File: config.mk
export PLATFORM = sky130hd
export DESIGN_NAME = fetch_ctrl
export DESIGN_NICKNAME = d
export VERILOG_FILES = /design/src/rtl/fetch_ctrl.sv
export SDC_FILE = /design/constraint.sdc
export NUM_CORES = 1
export LEC_CHECK = 0
export CAP_MARGIN = 10
export CORE_MARGIN = 2
export CORE_UTILIZATION = 57
export DETAILED_ROUTE_END_ITERATION = 12
export GPL_ROUTABILITY_DRIVEN = 0
export PLACE_DENSITY_LB_ADDON = 0.3
export SLEW_MARGIN = 10
export SYNTH_ARGS = -nofsm -noshare
export SYNTH_HDL_FRONTEND = slang
export SYNTH_SLANG_ARGS = --single-unit
File: constraint.sdc
create_clock -name clk -period 8.2 [get_ports clk]
set_clock_uncertainty 0.2 [all_clocks]
set_input_delay 1.23 -clock clk [delete_from_list [all_inputs] [get_ports clk]]
set_output_delay 1.23 -clock clk [all_outputs]
set_load 0.01 [all_outputs]
File: src/rtl/fetch_ctrl.sv
// Instruction-fetch front end: drives the icache address, pairs each returned word
// with its PC, buffers the pairs in a small FIFO and hands them to decode.
module fetch_ctrl #(
  parameter logic [63:0] RESET_PC = 64'h0000_0000_8000_0000,
  parameter int          DEPTH    = 4
) (
  input  logic        clk,
  input  logic        rst,
  input  logic        redirect_valid,
  input  logic [63:0] redirect_pc,
  output logic [63:0] icache_pc,
  input  logic [31:0] icache_instr,
  output logic        out_valid,
  input  logic        out_ready,
  output logic [63:0] out_pc,
  output logic [31:0] out_instr
);

  localparam int PTR_W = $clog2(DEPTH);
  localparam int CNT_W = $clog2(DEPTH + 1);
  localparam logic [CNT_W:0] DEPTH_W = (CNT_W + 1)'(DEPTH);

  typedef struct packed {
    logic [63:0] pc;
    logic [31:0] instr;
  } entry_t;

  logic [63:0]      fetch_pc;
  logic             inflight_valid;
  logic [63:0]      inflight_pc;
  entry_t           mem [DEPTH];
  logic [PTR_W-1:0] rd_ptr;
  logic [PTR_W-1:0] wr_ptr;
  logic [CNT_W-1:0] count;

  logic [CNT_W:0]   occupancy;
  logic             issue;
  logic             push;
  logic             pop;

  // Credit counts the word still in flight, so the FIFO can never overflow on push.
  assign occupancy = {1'b0, count} + {{CNT_W{1'b0}}, inflight_valid};
  assign issue     = occupancy < DEPTH_W;
  assign push      = inflight_valid;
  assign pop       = out_valid && out_ready;

  assign icache_pc = fetch_pc;
  assign out_valid = (count != '0);
  assign out_pc    = mem[rd_ptr].pc;
  assign out_instr = mem[rd_ptr].instr;

  // Redirect outranks issue/push/pop; reset outranks redirect.
  always_ff @(posedge clk) begin
    if (rst) begin
      fetch_pc       <= RESET_PC;
      inflight_valid <= 1'b0;
      count          <= '0;
      rd_ptr         <= '0;
      wr_ptr         <= '0;
    end else if (redirect_valid) begin
      fetch_pc       <= {redirect_pc[63:2], 2'b00};
      inflight_valid <= 1'b0;
      count          <= '0;
      rd_ptr         <= '0;
      wr_ptr         <= '0;
    end else begin
      inflight_valid <= issue;
      if (issue) begin
        inflight_pc <= fetch_pc;
        fetch_pc    <= fetch_pc + 64'd4;
      end
      if (push) wr_ptr <= wr_ptr + PTR_W'(1);
      if (pop)  rd_ptr <= rd_ptr + PTR_W'(1);
      case ({push, pop})
        2'b10:   count <= count + CNT_W'(1);
        2'b01:   count <= count - CNT_W'(1);
        default: count <= count;
      endcase
    end
  end

  // NOTE: FIFO storage carries no reset; count gates out_valid, so stale entries are never seen.
  always_ff @(posedge clk) begin
    if (!rst && !redirect_valid && push) begin
      mem[wr_ptr] <= '{pc: inflight_pc, instr: icache_instr};
    end
  end

endmodule
==> results.yml <==
floorplan:
  core_area_um2: 34300
  start_util: 0.574
  die_width_um: 190
  dieArea_um2: 36000
  die_height_um: 190
  ioPinCount: 261
  rows: 68
job:
  maxCapViolCount: 0
yosys:
  async_flop_share: 0
  synth_ff_type: "edfxtp_1"
  ys_warn_count: 0
  ys_ff_latch: 510
  synth.distinct_cells: 58
  yosys-top-cells-area: "edfxtp_1, mux4_2, dfxtp_1"
  ys_seq_area_frac: 0.742
  syn_inst: 1098
  synthTopCellsByCount: "edfxtp_1, mux4_2, dfxtp_1"
  synth.avg_cell_area_um2: 17.9
  synth_edf_count: 438
  yosys.area.top_type_share: 0.669
  synth_area_um2: 19700
  synth.largest_area_cell: "edfxtp_1"
  synthMostInstantiatedCell: "edfxtp_1"
pwr:
  power_frac_seq: 0.534
  power.leakage_nw: 7.66
  comb_power_share: 0.046
  ir_worst_vdd_v: 0.000198
  p_sw_frac: 0.200
  internal_power_w: 0.00440
  power.clock.fraction: 0.420
  p_sw_w: 0.00110
  power_density_nw_per_um2: 225
global_routing:
  grt_use_total: 0.249
  grt_pass1_wl_mm: 67.0
  grt_pass1_vias: 11400
  grt_max_degree: 102
  grt_overflow: 0
  antenna_found_initial: 9
setup_path:
  crit_path_start_kind: "flip-flop"
  path_max_fanout: 35
  end_kind: "output port"
  required_ns: 6.77
  arrival_ns: 3.23
  critPathKind: "flip-flop to output port"
  r2r_start: "icache_pc[4]"
timing:
  fmax_ghz: 0.214
  timing.hold.ws_ns: 0.294
  layout_min_cycle_time_ns: 4.66
  rsz0062_at_grt: "false"
  slew_headroom: 0.241
  setup_viol: 0
  tightest_slew_ns: 1.13
  finalCritPeriodShare: 0.569
  setup_tns_ns: 0
  final_hold_viol_count: 0
  final_max_slew_viol_count: 0
min_path:
  worst_hold_path_type: "flip-flop to flip-flop"
  hold_start: "icache_pc[63]"
clock_network:
  hold_buffers: 0
  root_buffer: "clkbuf_16"
  post_cts_buffers: 0
  postCtsResizedCells: 0
  tritoncts: "yes"
  cts.path.max_buffers: 3
  clk_pin_slew_ns: 0.06
  clk-insertion-delay-late_ns: 0.56
  cts_sinks: 510
  cts_buffers: 49
  htree_levels: 2
routing:
  drtPass1Iterations: 5
  viasPerCell: 6.07
  drtIter0Drc: 1019
  drt-wirelength-per-cell_um: 23.9
  dr_total_vias: 11300
  wirelength_mm: 44.4
  ant_nets: 0
  drc: 0
finish:
  fin_nets: 1468
  fill_cells: 2157
  final_layout_size_suffix_gt1_frac: 0.143
  syn_to_final_growth_pct: 24.0
outcome:
  outcome: "finished, final reports clean"
placement:
  dpl.hpwl_mm: 27.8
  io_buffers: 254
[metrics by stage]
stage	total power, W	utilization	cells	instance area, um2	worst slack [ns]
2_1_floorplan	0.00307	-	1101	19700	2.93
3_3_place_gp	0.00323	0.662	1765	22700	3.62
3_5_place_dp	0.00324	0.662	1765	22700	3.58
4_1_cts	0.00553	0.711	1857	24400	3.38
5_1_grt	0.00565	0.711	1858	24400	3.29
6_report	0.00550	0.711	1862	24400	3.54
[worst max-delay path, stage by stage (launching register included)]
cell and delay, ns:
dfxtp_4 0.77, buf_4 0.71, mux4_2 0.65, clkdlybuf4s50_1 0.51
[worst paths after layout]
| kind | end | slack [ns] | depth (start not counted) |
|---|---|---|---|
| max | out_pc[13] | 3.54 | 3 |
| min | inflight_pc[63] | 0.29 | 0 |
| max reg2reg | icache_pc[55] | 4.71 | 5 |
| min reg2reg | inflight_pc[63] | 0.29 | 0 |
[layout by cell type, fill, tap and decap left out, types with 5 or more instances in the layout]
cell type	synthesis	final
nor3_1	20	20
buf_4	4	14
a21oi_1	9	9
nand3_1	23	23
ha_1	6	6
diode_2	0	5
o21ai_0	5	5
xnor2_1	23	23
nand4_1	37	37
and3_1	13	9
clkbuf_1	43	6
and2_1	6	6
clkbuf_16	0	51
clkdlybuf4s50_1	0	253
mux4_2	94	94
nand2_1	44	44
nor2_1	67	66
or3_1	10	10
or2_2	5	5
a311oi_1	8	8
bufinv_16	0	7
inv_1	13	12
o31ai_1	7	7
dfxtp_1	72	70
nor4_1	24	23
edfxtp_1	438	438
xor2_1	19	19
or4_1	14	14
a211oi_1	27	27
clkinv_2	0	9
clkinv_1	1	14
[power by group through the flow]
stage / registers [W] / clock network, W / logic (W)
floorplan: 0.00297 / 0 / 0.0000991
global route: 0.00294 / 0.00244 / 0.000272
detailed placement: 0.00299 / 0 / 0.000253
global placement: 0.00298 / 0 / 0.000249
CTS: 0.00293 / 0.00235 / 0.000256
finish: 0.00293 / 0.00231 / 0.000254
[logic make-up after synthesis]
group                    Yosys count  share of synthesized area
flip-flops                       510                      0.742
AND/OR/NAND/NOR                  276                     0.0735
multiplexers                      98                      0.110
AO/OA/AOI/OAI                     91                     0.0359
buffers and inverters             73                     0.0151
XOR/XNOR                          42                     0.0187
adder cells (fa/ha/maj)            7                    0.00483
other                              1                   0.000191
[flip-flops by register name (all words and copies together) (netlist names), named ones only]
| signal | count |
|---|---|
| inflight_valid | 1 |
| wr_ptr | 2 |
| icache_pc | 62 |
| count | 3 |
| rd_ptr | 2 |
| mem | 376 |
| inflight_pc | 62 |
[per-layer routing]
layer / vias to the layer above / wire (um) / GRT usage
met5: - / 48 / 0
met4: 8 / 1280 / 0.0805
met3: 119 / 3940 / 0.0625
met2: 516 / 21600 / 0.406
met1: 5667 / 17600 / 0.333
li1: 4993 / - / -
[layout make-up]
class,count,area [um2],share of cell area
Sequential cell,510,14600,0.599
Multi-Input combinational cell,518,4820,0.198
Timing Repair Buffer,268,2640,0.108
Clock buffer,61,1350,0.0555
Tap cell,455,569,0.0233
Clock inverter,31,329,0.0135
Inverter,14,52.6,0.00216
Antenna cell,5,12.5,0.000513
(Power assumes the default switching activity.)
